===== src/rtl/anton_common.vh =====
// ============================================================================
// anton_common.vh
// Shared default values for the anton block family.
// Provides:
//   BUFFER_END, RESET_DELAY                  - buffer / reset sequencing defaults
//   ANTON_NEOPIXEL_HIGH_THRESHOLD            - min high ticks for a '1' bit
//   ANTON_NEOPIXEL_MAX_HIGH                  - high ticks that flag an error
//   ANTON_NEOPIXEL_RESET_DETECT              - low ticks that end a frame
// Revision: 1.0 - initial release
// ============================================================================
`ifndef ANTON_COMMON_VH
`define ANTON_COMMON_VH

`define BUFFER_END                      1023
`define RESET_DELAY                     16

// NeoPixel receiver timing, in ticks of the 6.4 MHz sample clock
`define ANTON_NEOPIXEL_HIGH_THRESHOLD   4
`define ANTON_NEOPIXEL_MAX_HIGH         8
`define ANTON_NEOPIXEL_RESET_DETECT     320

`endif


===== src/rtl/anton_neopixel_rx_pkg.sv =====
// ============================================================================
// anton_neopixel_rx_pkg
// Types and helpers shared by the NeoPixel receiver.
//   rxState_t  - receiver FSM state encoding
//   satInc13   - saturating increment for the 13-bit byte counter
// Revision: 1.0 - initial release
// ============================================================================
`default_nettype none

package anton_neopixel_rx_pkg;

    typedef enum logic [1:0] {
        WAIT_GAP = 2'd0,
        IDLE     = 2'd1,
        HIGH     = 2'd2,
        LOW      = 2'd3
    } rxState_t;

    localparam int BYTE_COUNT_W = 13;

    function automatic logic [BYTE_COUNT_W-1:0] satInc13(input logic [BYTE_COUNT_W-1:0] value);
        return (value == {BYTE_COUNT_W{1'b1}}) ? value : value + 1'b1;
    endfunction

endpackage

`default_nettype wire


===== src/rtl/anton_neopixel_rx_sync.sv =====
// ============================================================================
// anton_neopixel_rx_sync
// Two-flop synchronizer bringing the asynchronous NeoPixel line into the
// sample clock domain.
// Ports:
//   clk6_4mhz  in   sample clock
//   reset      in   asynchronous active-high reset
//   asyncIn    in   raw asynchronous line
//   syncOut    out  synchronized line (second flop)
// Revision: 1.0 - initial release
// ============================================================================
`default_nettype none

module anton_neopixel_rx_sync (
    input  logic clk6_4mhz,
    input  logic reset,
    input  logic asyncIn,
    output logic syncOut
);

    logic r_meta;
    logic r_sync;

    always_ff @(posedge clk6_4mhz or posedge reset) begin
        if (reset) begin
            r_meta <= 1'b0;
            r_sync <= 1'b0;
        end else begin
            r_meta <= asyncIn;
            r_sync <= r_meta;
        end
    end

    assign syncOut = r_sync;

endmodule

`default_nettype wire


===== src/rtl/anton_neopixel_rx.sv =====
// ============================================================================
// anton_neopixel_rx
// NeoPixel (WS2812-style) serial receiver. Decodes bits from high-pulse width,
// assembles MSB-first bytes, and detects the low reset gap that ends a frame.
// Ports:
//   clk6_4mhz  in   sample clock (6.4 MHz), rising edge
//   reset      in   asynchronous active-high reset
//   neoData    in   serial line, asynchronous
//   rxData     out  [7:0]  last completed byte
//   rxValid    out  one-cycle strobe, rxData updated
//   frameEnd   out  one-cycle strobe, reset gap seen after activity
//   rxError    out  one-cycle strobe, over-long high or partial byte at end
//   byteCount  out  [12:0] bytes in current/last frame, saturating
//   busy       out  high while inside a frame (HIGH/LOW states)
// Revision: 1.0 - initial release
// ============================================================================
`include "anton_common.vh"
`default_nettype none

module anton_neopixel_rx
    import anton_neopixel_rx_pkg::*;
#(
    parameter int HIGH_THRESHOLD = `ANTON_NEOPIXEL_HIGH_THRESHOLD,
    parameter int MAX_HIGH       = `ANTON_NEOPIXEL_MAX_HIGH,
    parameter int RESET_DETECT   = `ANTON_NEOPIXEL_RESET_DETECT
) (
    input  logic        clk6_4mhz,
    input  logic        reset,
    input  logic        neoData,
    output logic [7:0]  rxData,
    output logic        rxValid,
    output logic        frameEnd,
    output logic        rxError,
    output logic [12:0] byteCount,
    output logic        busy
);

    localparam int HIGH_W = $clog2(MAX_HIGH + 1);
    localparam int LOW_W  = $clog2(RESET_DETECT + 1);

    localparam logic [HIGH_W-1:0] c_highThreshold = HIGH_W'(HIGH_THRESHOLD);
    // Compare against limit-1: the sample that pushes the count to the limit
    // is the one that triggers the action.
    localparam logic [HIGH_W-1:0] c_maxHighM1     = HIGH_W'(MAX_HIGH - 1);
    localparam logic [LOW_W-1:0]  c_lowLimitM1    = LOW_W'(RESET_DETECT - 1);

    logic              neoSync;
    logic              r_neoPrev;
    rxState_t          r_state;
    logic [HIGH_W-1:0] r_highCount;
    logic [LOW_W-1:0]  r_lowCount;
    logic [2:0]        r_bitIndex;
    logic [6:0]        r_shift;

    logic              w_rise;
    logic              w_fall;
    logic              w_bit;
    logic [7:0]        w_shiftNext;

    anton_neopixel_rx_sync u_sync (
        .clk6_4mhz (clk6_4mhz),
        .reset     (reset),
        .asyncIn   (neoData),
        .syncOut   (neoSync)
    );

    always_ff @(posedge clk6_4mhz or posedge reset) begin
        if (reset) begin
            r_neoPrev <= 1'b0;
        end else begin
            r_neoPrev <= neoSync;
        end
    end

    assign w_rise      = neoSync & ~r_neoPrev;
    assign w_fall      = ~neoSync & r_neoPrev;
    assign w_bit       = (r_highCount >= c_highThreshold);
    assign w_shiftNext = {r_shift, w_bit};

    always_ff @(posedge clk6_4mhz or posedge reset) begin
        if (reset) begin
            r_state     <= WAIT_GAP;
            r_highCount <= '0;
            r_lowCount  <= '0;
            r_bitIndex  <= '0;
            r_shift     <= '0;
            rxData      <= '0;
            rxValid     <= 1'b0;
            frameEnd    <= 1'b0;
            rxError     <= 1'b0;
            byteCount   <= '0;
            busy        <= 1'b0;
        end else begin
            rxValid  <= 1'b0;
            frameEnd <= 1'b0;
            rxError  <= 1'b0;

            case (r_state)
                // Wait for a clean low gap before trusting the line again.
                WAIT_GAP: begin
                    if (neoSync) begin
                        r_lowCount <= '0;
                    end else if (r_lowCount == c_lowLimitM1) begin
                        r_lowCount <= '0;
                        r_state    <= IDLE;
                    end else begin
                        r_lowCount <= r_lowCount + 1'b1;
                    end
                end

                IDLE: begin
                    if (w_rise) begin
                        r_state     <= HIGH;
                        r_highCount <= HIGH_W'(1);
                        byteCount   <= '0;
                        r_bitIndex  <= '0;
                        r_shift     <= '0;
                        busy        <= 1'b1;
                    end
                end

                HIGH: begin
                    if (w_fall) begin
                        r_shift    <= w_shiftNext[6:0];
                        r_lowCount <= LOW_W'(1);
                        r_state    <= LOW;
                        if (r_bitIndex == 3'd7) begin
                            rxData     <= w_shiftNext;
                            rxValid    <= 1'b1;
                            byteCount  <= satInc13(byteCount);
                            r_bitIndex <= '0;
                        end else begin
                            r_bitIndex <= r_bitIndex + 1'b1;
                        end
                    end else if (r_highCount == c_maxHighM1) begin
                        // Line stuck high: abandon the frame and resync on a gap.
                        rxError     <= 1'b1;
                        r_state     <= WAIT_GAP;
                        r_lowCount  <= '0;
                        r_highCount <= '0;
                        r_bitIndex  <= '0;
                        r_shift     <= '0;
                        busy        <= 1'b0;
                    end else begin
                        r_highCount <= r_highCount + 1'b1;
                    end
                end

                LOW: begin
                    if (w_rise) begin
                        r_state     <= HIGH;
                        r_highCount <= HIGH_W'(1);
                    end else if (r_lowCount == c_lowLimitM1) begin
                        frameEnd   <= 1'b1;
                        rxError    <= (r_bitIndex != 3'd0);
                        r_bitIndex <= '0;
                        r_shift    <= '0;
                        r_lowCount <= '0;
                        r_state    <= IDLE;
                        busy       <= 1'b0;
                    end else begin
                        r_lowCount <= r_lowCount + 1'b1;
                    end
                end

                default: begin
                    r_state <= WAIT_GAP;
                end
            endcase
        end
    end

endmodule

`default_nettype wire


===== config.mk =====
export PLATFORM = sky130hd
export DESIGN_NAME = anton_neopixel_rx
export DESIGN_NICKNAME = d
export VERILOG_FILES = /design/src/rtl/anton_neopixel_rx_pkg.sv /design/src/rtl/anton_neopixel_rx_sync.sv /design/src/rtl/anton_neopixel_rx.sv
export VERILOG_INCLUDE_DIRS = /design/src /design/src/rtl
export SDC_FILE = /design/constraint.sdc
export NUM_CORES = 1
export LEC_CHECK = 0
export CORE_MARGIN = 2
export CORE_UTILIZATION = 60
export DETAILED_ROUTE_END_ITERATION = 16
export GPL_TIMING_DRIVEN = 0
export PLACE_DENSITY = 0.81
export SYNTH_ARGS = -nofsm -noshare
export SYNTH_HDL_FRONTEND = slang
export SYNTH_SLANG_ARGS = --single-unit

===== constraint.sdc =====
create_clock -name clk6_4mhz -period 3 [get_ports clk6_4mhz]
set_input_delay 0.3 -clock clk6_4mhz [delete_from_list [all_inputs] [get_ports clk6_4mhz]]
set_output_delay 0.3 -clock clk6_4mhz [all_outputs]
set_load 0.1 [all_outputs]

Word level (Yosys, flattened, before mapping)

Cells that the tools add are included.

Register bits after elaboration: 53
Input port bits: 3
Output and inout bits: 25
Word-level logic and storage cells: 107

Add/sub/neg operators: 4
Magnitude comparators: 1
Equality and inequality tests: 18
Muxes and demuxes: 52
Bitwise operators: 4
Reduce and logical (&&, ||, !) cells: 14

Operator list:

| operator                                      | number |
|---|---|
| 2-to-1 mux 13 bit                             | 4 |
| 2-to-1 mux 9 bit                              | 5 |
| 2-to-1 mux 7 bit                              | 5 |
| case mux 9 bit (3 select lines)               | 1 |
| case mux 13 bit (2 select lines)              | 1 |
| case mux 7 bit (3 select lines)               | 1 |
| 2-to-1 mux 3 bit                              | 6 |
| inequality test 2 bit, second input constant  | 9 |
| 2-to-1 mux 1 bit                              | 15 |
| adder 13 x 1 -> 13 bit, second input constant | 1 |
| == test 13 bit, second input constant         | 1 |
| 2-to-1 mux 2 bit                              | 6 |
| 2-to-1 mux 4 bit                              | 3 |
| AND reduction 3 bit                           | 4 |
| AND reduction 5 bit                           | 2 |
| adder 9 x 1 -> 9 bit, second input constant   | 1 |
| == test 9 bit, second input constant          | 1 |
| case mux 3 bit (3 select lines)               | 1 |
| nonzero test 3 bit                            | 3 |
| case mux 2 bit (4 select lines)               | 1 |
| case mux 4 bit (2 select lines)               | 1 |
| AND reduction 6 bit                           | 1 |
| adder 4 x 1 -> 4 bit, second input constant   | 1 |
| == test 2 bit, second input constant          | 2 |
| 14 further kinds                              | 17 |

Logic depth before layout (Yosys ltp)

Gate-level depths: netlist of the first run.

Word-level depth: 5
Depth in mapped cells: 8
Gate-level depth less buffers: 6

Modules after synthesis

A second synthesis of the first run with hierarchy kept.

Cells, all modules: 309
Area total of the unflattened synthesis: 2,981.6 µm²

By module, submodules not included:

| module                 | times used | cells an instance | area each (µm²) | seq. area each (µm²) |
|---|---|---|---|---|
| anton_neopixel_rx      | 1          | 306               | 2,927.8         | 1,276.2 |
| anton_neopixel_rx_sync | 1          | 3                 | 53.8            | 50.0 |

Worst setup path before layout of the first run

Ideal clock, no wire load.

Kind: flip-flop to flip-flop
From: register byteCount[1]
To: register byteCount[1]
Setup time: 79 ps
Arrival: 2,456 ps
Required time: 2,921 ps
Path slack: 464 ps
Stages on the path, launching flop included: 7
Buffers on the path: 1
Clock period less this slack: 2,536 ps
Cell sequence: dfrtp_1 > ha_1 > nand3_2 > or4_4 > buf_6 > o21ai_4 > mux2i_1

Cells in the longest elaborated chain, start to end: 5
Elaborated cells on any way between the ends: 8
Classes of those cells: add/sub (1); eq/ne (2); mux (4); reduce/logical (1)

RTL lines:

| element                          | RTL line                    | source |
|---|---|---|
| from (decl)                      | anton_neopixel_rx.sv:34     | `output logic [12:0] byteCount,` |
| from (signal assigned)           | anton_neopixel_rx.sv:130    | `byteCount <= satInc13(byteCount);` |
| adder 13 x 1 -> 13 bit           | anton_neopixel_rx_pkg.sv:22 | `return (value == {BYTE_COUNT_W{1'b1}}) ? value : value + 1'b1;` |
| 2-to-1 mux 13 bit                | anton_neopixel_rx_pkg.sv:22 |  |
| 2-to-1 mux 13 bit                | anton_neopixel_rx.sv:127    | `if (r_bitIndex == 3'd7) begin` |
| 2-to-1 mux 13 bit                | anton_neopixel_rx.sv:123    | `if (w_fall) begin` |
| case mux 13 bit (2 select lines) | anton_neopixel_rx.sv:98     | `case (r_state)` |

Parallel ways exist; a longest one is shown, timed or not. The select of a mux whose other input is x is not followed.
A chain may end at the register's enable or synchronous reset.

Worst setup path in the final report of the first run

From: register r_state[0]
To: register r_lowCount[6]

Cells in the longest elaborated chain, start to end: 3
Elaborated cells on any way between the ends: 8
Classes of those cells: eq/ne (4); mux (1); reduce/logical (3)

RTL lines:

| element                                                        | RTL line                 | source |
|---|---|---|
| from (decl)                                                    | anton_neopixel_rx.sv:49  | `rxState_t r_state;` |
| from (signal assigned)                                         | anton_neopixel_rx.sv:82  | `r_state <= WAIT_GAP;` |
| from (signal assigned)                                         | anton_neopixel_rx.sv:105 | `r_state <= IDLE;` |
| from (signal assigned)                                         | anton_neopixel_rx.sv:113 | `r_state <= HIGH;` |
| == test 2 bit or logical NOT 2 bit (tied branches)             | anton_neopixel_rx.sv:98  |  |
| inequality test 3 bit (no source line) (tied with other cells) | n/a                      |  |
| AND reduction 3 bit (no source line)                           | n/a                      |  |
| to (signal assigned)                                           | anton_neopixel_rx.sv:107 | `r_lowCount <= r_lowCount + 1'b1;` |
| to (signal assigned)                                           | anton_neopixel_rx.sv:162 | `r_lowCount <= r_lowCount + 1'b1;` |
| to (decl)                                                      | anton_neopixel_rx.sv:51  | `logic [LOW_W-1:0] r_lowCount;` |

Parallel ways exist; a longest one is shown, timed or not.

==> metrics.md, run 1 <==
| Metric | Value |
|---|---|
| Die width | `between 70 and 80 um` |
| Worst-path clk slew | `90 ps` |
| Crit path cell chain | `inv_1, ha_1, buf_2, clkbuf_1, o21ai_0, nand3_1, o41ai_1` |
| Peak supply drop | `between 200 and 300 uV` |
| P per Cell Area | `roughly 340 mW/mm^2` |
| Top FF cell, synth | `dfrtp_1` |
| Gate Count Post-Synth | `308` |
| CP Class | `reg2reg` |
| Root Driver | `clkbuf_8` |
| # port buffers | `27` |
| Leakage power | `1.558 nW` |
| CP Launch Type | `flip-flop` |
| Row Count | `25` |
| Area growth syn-to-layout | `15.41%` |
| Aggregate global routing overflow | `0` |
| Die height | `74.85 um` |
| Overall Global Routing Usage | `between 20 and 30%` |
| Post-synth EDFFs | `0` |
| Worst slew margin | `31.32%` |
| Unrepaired setup endpoints after global routing | `false` |
| Min-delay worst type | `reg2reg` |
| Hold_sp | `u_sync.r_meta$_DFF_PP0_` |
| Worst-margin pin slew | `1024 ps` |
| Initial antenna violation count | `0` |
| Sequential Area | `0.001326 mm^2` |
| Worst reg2reg path endpoint | `r_lowCount[6]$_DFFE_PP0P_` |
| N_diodes | `0` |
| H-tree Lvls | `2` |
| Status | `completed` |
| Worst r2r src | `r_state[0]$_DFFE_PP0P_` |
| Global-route wire length before repair | `approximately 11,000 um` |
| Sequential share of the synthesized area | `44.04%` |
| Post-DP HPWL | `4788 um` |
| Drt wl/cell | `16.20 um` |
| Arrival @ worst endpoint | `between 2000 and 3000 ps` |
| Gates resized, CTS repair | `0` |
| CP top delay family | `compound AO/OA/AOI/OAI gates` |
| Slowest CP cell | `o21ai_0` |
| Largest net degree at the start of global routing | `30` |
| Io pins | `28` |
| Clock Skew | `6.343 ps` |
| Synth unique cells | `54` |
| Initial Util | `62.93%` |
| Core Box Area | `0.004786 mm^2` |
| Fraction of layout cells with a size suffix above 1 | `8.746%` |
| Finished Cell Area | `0.003476 mm^2` |
| Worst Hold Path EP | `u_sync.syncOut$_DFF_PP0_` |
| Final min period | `2452 ps` |
| Pre-antenna DRT Iters | `5` |
| Hold Path Stages | `0` |
| Yosys warns | `0` |
| Die area | `~0.0056 mm^2` |
| Crit path from | `r_state[0]$_DFFE_PP0P_` |
| Fillers | `337` |
| 1st-iter DRT viols | `259` |
| Clock Latency Late Sink | `approximately 310 ps` |
| Worst R2R Setup Slack | `550 ps` |
| Max Slew Vio Count | `0` |
| Final setup fails | `0` |
| TritonCTS clock tree | `done` |
| Post-Syn Area | `0.003012 mm^2` |
| Vias in the first global route | `2,258` |
| Post-synth ARST share | `100.0%` |
| Post-CTS Setup Bufs | `0` |
| Crit path capture type | `flip-flop` |
| Setup TNS | `0 ps` |
| Mapped Avg Cell Area | `around 10 um^2` |
| Critical path required time | `3200 ps` |
| Register bit total from synthesis | `53` |
| Max clock buf depth | `2` |
| Fmax | `407.9 MHz` |
| Period utilization | `81.72%` |
| R2R depth | `7` |
| Residual DRC | `0` |
| Crit path max fanout | `10` |
| Share of the core filled with cells | `72.63%` |
| Dpl cell area | `0.003386 mm^2` |
| Crit-path max cell delay | `610 ps` |
| Final hold vios | `0` |
| Nets@finish | `roughly 360` |
| Via count | `between 2,000 and 3,000` |
| Max Cap Viol | `0` |
| CTS Sinks | `53` |
| DRT antenna net count | `0` |
| Post-CTS Hold Buffers | `0` |
| Area of the multi-input gates | `about 0.0015 mm^2` |
| Via density | `6.190` |
| Post-Syn Nets | `322` |
| Bufs and invs on worst path | `3` |
| Detailed Route WL | `~6600 um` |
| Routability congestion estimate | `0.8958` |
| Inserted Clock Buffers | `5` |
[synth_stat cells (all sizes together) (3+ instances only)]
| master | instances | area, um^2 |
|---|---|---|
| a211o | 3 | 26.28 |
| a211oi | 6 | 45.04 |
| a21oi | 7 | 35.03 |
| a22o | 8 | 70.07 |
| and3 | 5 | 31.28 |
| buf | 6 | 38.79 |
| clkbuf | 7 | 26.28 |
| dfrtp | 53 | 1326 |
| ha | 11 | 137.6 |
| inv | 22 | 82.58 |
| mux2 | 11 | 123.9 |
| mux2i | 9 | 90.09 |
| nand2 | 28 | 105.1 |
| nand2b | 9 | 56.30 |
| nand3 | 11 | 60.06 |
| nand3b | 4 | 30.03 |
| nand4 | 7 | 43.79 |
| nand4b | 3 | 41.29 |
| nor2 | 12 | 45.04 |
| nor2b | 3 | 18.77 |
| nor3 | 8 | 40.04 |
| nor4 | 3 | 18.77 |
| o211ai | 10 | 75.07 |
| o21ai | 23 | 126.4 |
| o22ai | 4 | 31.28 |
| o311ai | 3 | 26.28 |
| o31ai | 5 | 37.54 |
| or4 | 3 | 26.27 |
[sequential cells by signal, summed over array words and instances (netlist names)]
name and count:
r_neoPrev 1, r_state 2, byteCount 13, rxValid 1, r_lowCount 9, rxError 1, r_shift 7, u_sync.syncOut 1
busy 1, u_sync.r_meta 1, rxData 8, frameEnd 1, r_highCount 4, r_bitIndex 3
[cell families (layout without fill, tap and decap cells)]
logic type | count (synthesis) | count (layout) | synth area share [%]
buffers and inverters | 35 | 70 | 4.903
AO/OA/AOI/OAI | 83 | 83 | 19.78
adder cells (fa/ha/maj) | 11 | 11 | 4.570
AND/OR/NAND/NOR | 106 | 106 | 19.61
flip-flops | 53 | 53 | 44.04
multiplexers | 20 | 20 | 7.104
[area by class of cell]
cell class	count	area share, %
Inverter	22	2.376
Buffer	13	1.872
Clock buffer	6	2.376
Clock inverter	1	0.2160
Multi-Input combinational cell	220	44.24
Tap cell	67	2.412
Timing Repair Buffer	28	8.351
Sequential cell	53	38.16
[per-layer routing]
| metal | vias up | GRT usage, % | share of wire, % |
|---|---|---|---|
| met1 | 1222 | 34.61 | 44 |
| li1 | 1210 | - | - |
| met5 | - | 0 | 0 |
| met4 | 0 | 7.143 | 0.92 |
| met3 | 12 | 4.150 | 5.0 |
| met2 | 94 | 41.03 | 50 |
[where the power goes]
part           leakage, nW  internal, W  switching [W]  total [W]
sequential           0.731     0.000719     0.00000460   0.000724
combinational        0.783    0.0000143      0.0000310  0.0000453
clock               0.0433     0.000183       0.000229   0.000412
[layout by cell type (no fill, tap or decap), types with 2 or more instances in the layout]
cell             instances
a211o_1                  3
a211oi_1                 6
a21oi_1                  7
a22o_1                   8
and3_1                   5
and3b_1                  2
buf_2                    4
clkbuf_1                 7
clkbuf_8                 6
clkdlybuf4s50_1         27
dfrtp_1                 53
ha_1                    11
inv_1                   21
mux2_1                   3
mux2_2                   8
mux2i_1                  9
nand2_1                 28
nand2b_1                 9
nand3_1                 10
nand3b_1                 4
nand4_1                  7
nand4b_1                 2
nor2_1                  12
nor2b_1                  3
nor3_1                   8
nor4_1                   3
nor4b_1                  2
o211a_1                  2
o211ai_1                10
o21ai_0                 22
o22ai_1                  3
o2bb2ai_1                2
o311ai_0                 3
o31ai_1                  5
o32ai_1                  2
or3_1                    2
or4_1                    2
[per-stage QoR]
step	hold slack (ps)	power [W]	std cells	setup WS, ps
after floorplan	331.2	0.0007666	308	464.4
after global placement	337.0	0.0007782	402	437.7
after detailed placement	341.1	0.0007833	403	687.7
after CTS	362.3	0.001189	410	601.8
after global routing	364.4	0.001222	410	414.0
final	360.6	0.001181	410	548.5
[worst max path at each step]
stage,cells past startpoint,to
floorplan,6,byteCount[1]$_DFFE_PP0P_
global placement,2,r_lowCount[5]$_DFFE_PP0P_
detailed placement,8,r_lowCount[3]$_DFFE_PP0P_
CTS,7,r_lowCount[6]$_DFFE_PP0P_
global route,8,r_lowCount[3]$_DFFE_PP0P_
finish,7,r_lowCount[6]$_DFFE_PP0P_
No activity file was read; power rests on OpenSTA's default activity.
==> inputs of run 2 (changes only) <==
CORE_UTILIZATION = 57   (was 60)
PLACE_DENSITY = 0.77   (was 0.81)
clock period = 2.3 ns   (was 3 ns; I/O delays follow)
==> metrics.md, run 2 (synthesis gave the netlist of run 1 again) <==
| Metric | Value |
|---|---|
| Status | `completed` |
| Final Non-Filler Cells | `425 (+3.7%)` |
| Slowest CP cell | `dfrtp_2` |
| Final min period | `2190 ps (-261.3 ps)` |
| Routed length on met3 | `272 um (-18%)` |
| Die width | `76.69 um (+2.5%)` |
| Clock Latency Late Sink | `300 ps (about the same)` |
| Overall Global Routing Usage | `23.01% (-2.0 points)` |
| Most common cell after layout, fill and taps aside | `dfrtp_1` |
| Drt wl/cell | `15.25 um (-5.9%)` |
| Period utilization | `95.22% (+14 points)` |
| Initial antenna violation count | `0 (unchanged)` |
| Area growth syn-to-layout | `19.28%` |
| Worst-margin pin slew | `986.2 ps (-37.84 ps)` |
| Row Count | `26 (+4.0%)` |
| Post-CTS Hold Buffers | `0 (unchanged)` |
| Unrepaired setup endpoints after global routing | `false` |
| Most frequent cells in the layout | `dfrtp_1, nand2_1, clkdlybuf4s50_1` |
| CTS Sinks | `53 (unchanged)` |
| Uppermost routed layer | `met4` |
| Initial Util | `58.97% (-4.0 points)` |
| Post-DP HPWL | `4544 um (-5.1%)` |
| CP Class | `reg2reg` |
| Critical path required time | `2490 ps (-710 ps)` |
| Crit-path max cell delay | `420 ps (-190 ps)` |
| Peak supply drop | `333.2 uV (+14%)` |
| Io pins | `28 (unchanged)` |
| Die area | `0.005881 mm^2 (+5.0%)` |
| Inserted Clock Buffers | `5 (unchanged)` |
| H-tree Lvls | `2 (unchanged)` |
| Crit path cell chain | `inv_1, ha_1, clkbuf_4, nand4b_1, a211oi_1, o32ai_1, buf_4, mux2_1` |
| Length of routed met2 wiring | `3158 um (-4.5%)` |
| Final WS setup | `109.8 ps (-438.7 ps)` |
| Pre-antenna DRT Iters | `4 (-1)` |
| Crit path max fanout | `10 (unchanged)` |
| Bufs and invs on worst path | `3 (unchanged)` |
| Final hold vios | `0 (unchanged)` |
| Largest net degree at the start of global routing | `29 (-3.3%)` |
| Residual DRC | `0 (unchanged)` |
| Min-delay worst type | `in2async` |
| CP top delay family | `buffers and inverters` |
| Reg with most FFs | `byteCount` |
| Aggregate global routing overflow | `0 (unchanged)` |
| Core Box Area | `0.005107 mm^2 (+6.7%)` |
| Max FFs per register | `13 (unchanged)` |
| Max Cap Viol | `0 (unchanged)` |
| 1st-iter DRT viols | `180 (-31%)` |
| Worst slew margin | `34.05% (+2.7 points)` |
| Worst reg2reg path endpoint | `r_bitIndex[0]$_DFFE_PP0P_` |
| DRT antenna net count | `0 (unchanged)` |
| Detailed Route WL | `6483 um (-2.4%)` |
| Max Slew Vio Count | `0 (unchanged)` |
| Crit path capture type | `flip-flop` |
| DP Cell Count | `406 (+0.74%)` |
| Worst-path clk slew | `90 ps (about the same)` |
| WL met1 | `3009 um (+2.2%)` |
| Worst r2r src | `r_state[0]$_DFFE_PP0P_` |
| Largest regs | `byteCount x13, r_lowCount x9, rxData x8` |
| Fmax | `456.6 MHz (+12%)` |
| TritonCTS clock tree | `done` |
| N_diodes | `0 (unchanged)` |
| Nets@finish | `368 (+3.1%)` |
| Vias in the first global route | `2,391 (+5.9%)` |
| Global-route wire length before repair | `11,080 um (+2.4%)` |
| Final setup fails | `0 (unchanged)` |
| Fraction of layout cells with a size suffix above 1 | `14.93% (+6.2 points)` |
| CP Launch Type | `flip-flop` |
| Routability congestion estimate | `0.9327 (+4.1%)` |
| Root Driver | `clkbuf_8` |
| Leakage power | `1.605 nW (+3.0%)` |
| # port buffers | `27 (unchanged)` |
| Clock Skew | `5.774 ps (-0.5682 ps)` |
| Max clock buf depth | `2 (unchanged)` |
| Setup Slack @ Placement | `-28.16 ps (-715.9 ps)` |
| Die height | `76.69 um (+2.5%)` |
| P per Cell Area | `419.1 mW/mm^2 (+23%)` |
| Via count | `2,559 (+0.83%)` |
| Arrival @ worst endpoint | `2380 ps (-280 ps)` |
| Via density | `6.021 (-2.7%)` |
| Worst R2R Setup Slack | `110 ps (-440 ps)` |
| R2R depth | `8 (+1)` |
| WP depth | `8 (+1)` |
## run 2: cell types whose count changed in the layout (fill, tap and decap cells not counted), sizes merged
cell | previous run | this run
clkbuf | 13 | 14
clkinv | 0 | 2
clkinvlp | 1 | 0
buf | 7 | 17
## run 2: power by group
part / leakage [nW] / total, W / switching [W] / internal, W
Combinational: 0.840 / 0.0000586 / 0.0000391 / 0.0000195
Sequential: 0.720 / 0.000944 / 0.00000588 / 0.000938
Clock: 0.0450 / 0.000503 / 0.000292 / 0.000212
## run 2: through the flow
stage,utilization [%],hold WS [ps],setup TNS (ps),cell area [um^2],power [W]
after detailed placement,66.51,335.5,-69.55,3397,0.001020
after global routing,70.33,347.4,0,3592,0.001573
after CTS,68.35,318.3,0,3491,0.001522
after floorplan,-,261.4,0,3019,0.0009999
final,70.33,292.9,0,3592,0.001506
after global placement,66.12,336.9,-11460,3377,0.001015
## run 2: area by class of cell
class	count	area, um^2
Buffer	13	70.07
Sequential cell	53	1335
Timing Repair Buffer	39	372.9
Clock inverter	2	10.01
Multi-Input combinational cell	220	1562
Tap cell	70	87.58
Fill cell	405	1515
Clock buffer	6	72.57
Inverter	22	82.58
## run 2: worst max-delay path by stage
stage | from | endpoint | slack [ps]
detailed placement | r_state[0]$_DFFE_PP0P_ | r_lowCount[3]$_DFFE_PP0P_ | -30
floorplan | byteCount[8]$_DFFE_PP0P_ | byteCount[1]$_DFFE_PP0P_ | 20
finish | r_state[0]$_DFFE_PP0P_ | r_bitIndex[0]$_DFFE_PP0P_ | 110
global route | r_lowCount[0]$_DFFE_PP0P_ | r_state[1]$_DFFE_PP0P_ | 0.8
global placement | reset | byteCount[5]$_DFFE_PP0P_ | -360
CTS | r_state[0]$_DFFE_PP0P_ | byteCount[5]$_DFFE_PP0P_ | 30
## run 2: worst reg2reg max path, delay by kind of cell (launching register included)
family | cells | cell delay (ps)
buffers and inverters | 3 | 520
multiplexers | 1 | 330
adder cells (fa/ha/maj) | 1 | 220
AO/OA/AOI/OAI | 2 | 410
flip-flops | 1 | 420
AND/OR/NAND/NOR | 1 | 180
## run 2: metal layers
| layer | track usage, % | vias up |
|---|---|---|
| met3 | 4.471 | 4 |
| met5 | 0 | - |
| met1 | 31.59 | 1255 |
| met4 | 6.545 | 0 |
| li1 | - | 1231 |
| met2 | 37.37 | 69 |
## run 2: repair_timing
item / in CTS / in global routing
endpoints found under the hold margin: 0 / 0
pin swaps: 0 / 2
endpoints found under the setup margin: 12 / 22
buffers inserted: 0 / 11
resized for setup: 3 / 9
==> inputs of run 3 (changes only) <==
CORE_UTILIZATION = 60   (was 57)
DONT_BUFFER_PORTS = 1   (was unset)
PLACE_DENSITY = 0.74   (was 0.77)
==> metrics.md, run 3 (synthesis gave the netlist of run 1 again) <==
| Metric | Value |
|---|---|
| Worst-margin pin slew | `990.5 ps (+4.339 ps)` |
| Row Count | `25 (-3.8%)` |
| Slowest CP cell | `dfrtp_2` |
| TritonCTS clock tree | `done` |
| Min-delay worst type | `reg2reg` |
| Final WS setup | `87.33 ps (-22.52 ps)` |
| Via count | `2,450 (-4.3%)` |
| Final min period | `2213 ps (+22.52 ps)` |
| Setup TNS | `0 ps (unchanged)` |
| Final Non-Filler Cells | `391 (-8.0%)` |
| DRT antenna net count | `0 (unchanged)` |
| Area growth syn-to-layout | `10.97%` |
| Peak supply drop | `389.3 uV (+17%)` |
| CP top delay family | `simple AND/OR/NAND/NOR gates` |
| Largest regs | `byteCount x13, r_lowCount x9, rxData x8` |
| Initial Util | `62.93% (+4.0 points)` |
| Crit path max fanout | `9 (-1)` |
| H-tree Lvls | `2 (unchanged)` |
| Fillers | `364 (-10%)` |
| Arrival @ worst endpoint | `2440 ps (+60 ps)` |
| Bufs and invs on worst path | `1 (-2)` |
| 1st-iter DRT viols | `225 (+25%)` |
| Most frequent cells in the layout | `dfrtp_1, nand2_1, o21ai_0, inv_1, nor2_1` |
| Fmax | `451.9 MHz (-1.0%)` |
| Inserted Clock Buffers | `5 (unchanged)` |
| Crit path cell chain | `nand3_2, or4_4, buf_6, o21ai_4, mux2i_1` |
| Aggregate global routing overflow | `0 (unchanged)` |
| Most common cell after layout, fill and taps aside | `dfrtp_1` |
| Final Power | `0.001548 W (+2.8%)` |
| Core Box Area | `0.004786 mm^2 (-6.3%)` |
| Die width | `74.85 um (-2.4%)` |
| Final setup fails | `0 (unchanged)` |
| Detailed Route WL | `6367 um (-1.8%)` |
| Share of the core filled with cells | `69.83% (-0.50 points)` |
| DP Cell Count | `376 (-7.4%)` |
| Max FFs per register | `13 (unchanged)` |
| Clock Skew | `8.774 ps (+3.000 ps)` |
| Post-DP HPWL | `4429 um (-2.5%)` |
| Initial antenna violation count | `0 (unchanged)` |
| Reg with most FFs | `byteCount` |
| Max Slew Vio Count | `0 (unchanged)` |
| Unrepaired setup endpoints after global routing | `false` |
| Crit path capture type | `flip-flop` |
| Io pins | `28 (unchanged)` |
| Final hold vios | `0 (unchanged)` |
| N_diodes | `0 (unchanged)` |
| Largest net degree at the start of global routing | `28 (-3.4%)` |
| Die height | `74.85 um (-2.4%)` |
| Clock Latency Late Sink | `310 ps (about the same)` |
| P per Cell Area | `463.2 mW/mm^2 (+11%)` |
| Routability congestion estimate | `0.8582 (-8.0%)` |
| Overall Global Routing Usage | `24.89% (+1.9 points)` |
| Critical path required time | `2530 ps (+40 ps)` |
| Residual DRC | `0 (unchanged)` |
| Period utilization | `96.20% (+0.98 points)` |
| CP Class | `reg2reg` |
| Drt wl/cell | `16.28 um (+6.8%)` |
| Crit-path max cell delay | `760 ps (+340 ps)` |
| Pre-antenna DRT Iters | `4 (unchanged)` |
| Worst-path clk slew | `90 ps (about the same)` |
| Die area | `0.005602 mm^2 (-4.8%)` |
| Max clock buf depth | `2 (unchanged)` |
| Nets@finish | `337 (-8.4%)` |
| Root Driver | `clkbuf_8` |
| Leakage power | `1.483 nW (-7.6%)` |
| # port buffers | `0 (-100%)` |
| Via density | `6.266 (+4.1%)` |
| Sequential Area | `0.001350 mm^2 (+1.1%)` |
| Area of the multi-input gates | `0.001583 mm^2 (+1.4%)` |
| Status | `completed` |
| CP Launch Type | `flip-flop` |
| CTS Sinks | `53 (unchanged)` |
| Global-route wire length before repair | `10,630 um (-4.1%)` |
| Vias in the first global route | `2,287 (-4.3%)` |
| Fraction of layout cells with a size suffix above 1 | `17.59% (+2.7 points)` |
| Setup Slack @ Placement | `-253.9 ps (-225.7 ps)` |
| Max Cap Viol | `0 (unchanged)` |
| Worst slew margin | `33.97% (-0.083 points)` |
-- run 3: cell types whose count changed in the layout (fill, tap and decap cells not counted), sizes merged --
cell           previous run  this run
clkbuf                   14        15
clkdlybuf4s50            27         0
clkinvlp                  0         1
dlygate4sd3               0         2
buf                      17        11
clkinv                    2         0
-- run 3: report_power, final --
part | total (W) | internal (W) | leakage [nW] | switching, W
sequential | 0.000943 | 0.000938 | 0.708 | 0.00000570
combinational | 0.0000588 | 0.0000191 | 0.730 | 0.0000396
clock | 0.000546 | 0.000245 | 0.0445 | 0.000301
-- run 3: area by class of cell --
cell class | instances | share of cell area [%]
buffer | 13 | 2.134
clock buffer | 7 | 2.583
clock inverter | 1 | 0.2246
inverter | 22 | 2.471
multi-input combinational | 220 | 47.36
sequential | 53 | 40.40
tap | 67 | 2.508
timing repair buffer | 8 | 2.321
-- run 3: worst paths after layout --
check                                              start  slack [ps]  cells after the start                       end
worst min-delay path             u_sync.r_meta$_DFF_PP0_         360                      0  u_sync.syncOut$_DFF_PP0_
worst max-delay path            byteCount[3]$_DFFE_PP0P_          90                      5  byteCount[1]$_DFFE_PP0P_
worst min register to register   u_sync.r_meta$_DFF_PP0_         360                      0  u_sync.syncOut$_DFF_PP0_
worst max register to register  byteCount[3]$_DFFE_PP0P_          90                      5  byteCount[1]$_DFFE_PP0P_
min in group asynchronous                          reset         440                      2   u_sync.r_meta$_DFF_PP0_
max in group asynchronous                          reset        1310                      3    r_state[0]$_DFFE_PP0P_
-- run 3: metrics by stage --
step | cell area, um^2 | hold slack (ps)
after global placement | 3103 | 261.5
after detailed placement | 3123 | 208.1
final | 3342 | 360.9
after CTS | 3268 | 366.4
after global routing | 3342 | 372.1
after floorplan | 3019 | 261.4
-- run 3: routing by layer --
| metal | track usage (%) | routed length (um) | vias to the layer above |
|---|---|---|---|
| li1 | - | - | 1170 |
| met1 | 34.11 | 2925 | 1193 |
| met2 | 38.69 | 3011 | 73 |
| met3 | 3.748 | 267 | 14 |
| met4 | 12.30 | 163 | 0 |
| met5 | 0 | 0 | - |
-- run 3: timing repair --
action,CTS,global route
endpoints found under the setup margin,16,25
hold endpoints to repair,27,0
pin swaps,0,0
hold buffers,2,0
buffers inserted,0,5
resized for setup,13,12
==> variant, RTL diff (settings of run 2) <==
Encoding of `rxState_t`: now Gray code (2 bits for 4 states).
--- a/src/rtl/anton_neopixel_rx_pkg.sv
+++ b/src/rtl/anton_neopixel_rx_pkg.sv
@@ -12,6 +12,6 @@
     typedef enum logic [1:0] {
-        WAIT_GAP = 2'd0,
-        IDLE     = 2'd1,
-        HIGH     = 2'd2,
-        LOW      = 2'd3
+        WAIT_GAP = 2'b00,
+        IDLE     = 2'b01,
+        HIGH     = 2'b11,
+        LOW      = 2'b10
     } rxState_t;
Formal check against the unedited RTL: same outputs for any inputs over 10 cycles, from zero or initial values and one cycle with reset high; not proved beyond that.
==> variant against run 2 <==
  * Fmax down 1.3%
  * Final area down 5.3%
  * Worst hold slack worse by 0.092 ns
  * Synthesized cell count down 6.2%
  * Non-clock buffer count down 9
  * Routed wire length down 4.0%
  * Count of clock-buffer cells in the layout unchanged
  * Synthesized area down 4.4%
  * Setup slack worse by 0.029 ns
  * Critical path type unchanged
  * Core utilization up 0.75 points
  * Clock skew up 0.0073 ns
  * Highest routed layer unchanged
  * Sequential cell count unchanged
  * Power up 4.8%
  * Largest power group unchanged
==> variant: results (changes against run 2) <==
metric;value;unit;change
placed_cell_area;3277;µm²;-3.5%
use_met1;32.72;%;+1.1 points
synth_common_cells;53 x dfrtp_1, 26 x nand2_1, 22 x inv_1;;
drive_gt1_share;14.77;%;-0.16 points
slew_headroom;34.87;%;+0.82 points
wl_met2;3.083;mm;-2.4%
grt_max_degree;39;;+34%
n_fill_cell;368;;-9.1%
leakage;1.447;nW;-9.8%
drtIter0Drc;96;;-47%
ys_seq_area_share;46.05;%;+2.0 points
met2_usage;40.45;%;+3.1 points
p_int;1.207;mW;+3.3%
grt_pass1_wl;10.46;mm;-5.6%
crit_arrival;2.43;ns;+0.05 ns
synth_cell_types;48;;-11%
wl_met3;222;µm;-18%
grt_pass1_vias;2212;;-7.5%
status;completed;;
syn-num-nets;303;;-5.9%
slowest_stage;dfrtp_1;;
use_met3;4.150;%;-0.32 points
stdcell_count;392;;-7.8%
vdd_drop_max;0.4336;mV;+30%
syn_inst;289;;-6.2%
nets;338;;-8.2%
rr_worst_depth;6;;-2
wirelength_met1;2.822;mm;-6.2%
dp_hpwl;4.300;mm;-5.4%
p_seq;0.945;mW;about the same
p_per_area;464.0;nW/µm²;+11%
grt.total_usage;24.48;%;+1.5 points
dp_cells;384;;-5.4%
preCtsSetupSlack;-0.08955;ns;-0.06139 ns
place_congestion;0.8543;;-8.4%
clk_latency;0.32;ns;+0.02 ns
fin_skew;0.01305;ns;+0.007277 ns
vias;2355;;-8.0%
synth_area_leaders;dfrtp_1 46%, a32o_1 4.9%, ha_1 4.8%;;
## variant: cell count changes in the layout (fill, tap and decap cells not counted), sizes merged, moves of 3 or more
cell / delta
o311ai: -3
nand2b: -6
buf: -9
o31ai: -3
a32o: +14
o221ai: +4
nor3: +8
o21ai: -8
o22ai: -4
## variant: what timing repair did
action | in CTS | in global routing
setup endpoints to repair | 11 | 18
gates resized for setup | 2 | 6
hold buffers | 0 | 0
## variant: path summary, 6_finish.rpt
check                                            end  slack, ns                    start
hold reg to reg             u_sync.syncOut$_DFF_PP0_       0.36  u_sync.r_meta$_DFF_PP0_
min in group clk6_4mhz       u_sync.r_meta$_DFF_PP0_       0.35                  neoData
max in group asynchronous  r_lowCount[5]$_DFFE_PP0P_       1.57                    reset
setup reg to reg              r_shift[0]$_DFFE_PP0P_       0.08   r_state[1]$_DFFE_PP0P_
hold / removal              byteCount[3]$_DFFE_PP0P_       0.20                    reset
setup / recovery              r_shift[0]$_DFFE_PP0P_       0.08   r_state[1]$_DFFE_PP0P_
## variant: logic make-up (layout without fill, tap and decap cells)
family                     count (synthesis)  in the layout  share of synthesized area (%)
AOI/OAI and AO/OA                         73             73                          19.24
adders and majority gates                 11             11                          4.778
buffers and inverters                     37             73                          5.387
DFF                                       53             53                          46.05
muxes                                     20             20                          7.385
and+or+nand+nor                           95             95                          17.16
## variant: area by class of cell
| cell class | instances | area, µm² | share of cell area [%] |
|---|---|---|---|
| Inverter | 22 | 82.58 | 2.427 |
| Multi-Input combinational cell | 199 | 1435 | 42.18 |
| Tap cell | 67 | 83.83 | 2.464 |
| Timing Repair Buffer | 28 | 290.3 | 8.533 |
| Buffer | 15 | 75.07 | 2.207 |
| Sequential cell | 53 | 1336 | 39.28 |
| Clock inverter | 2 | 16.27 | 0.4781 |
| Clock buffer | 6 | 82.58 | 2.427 |
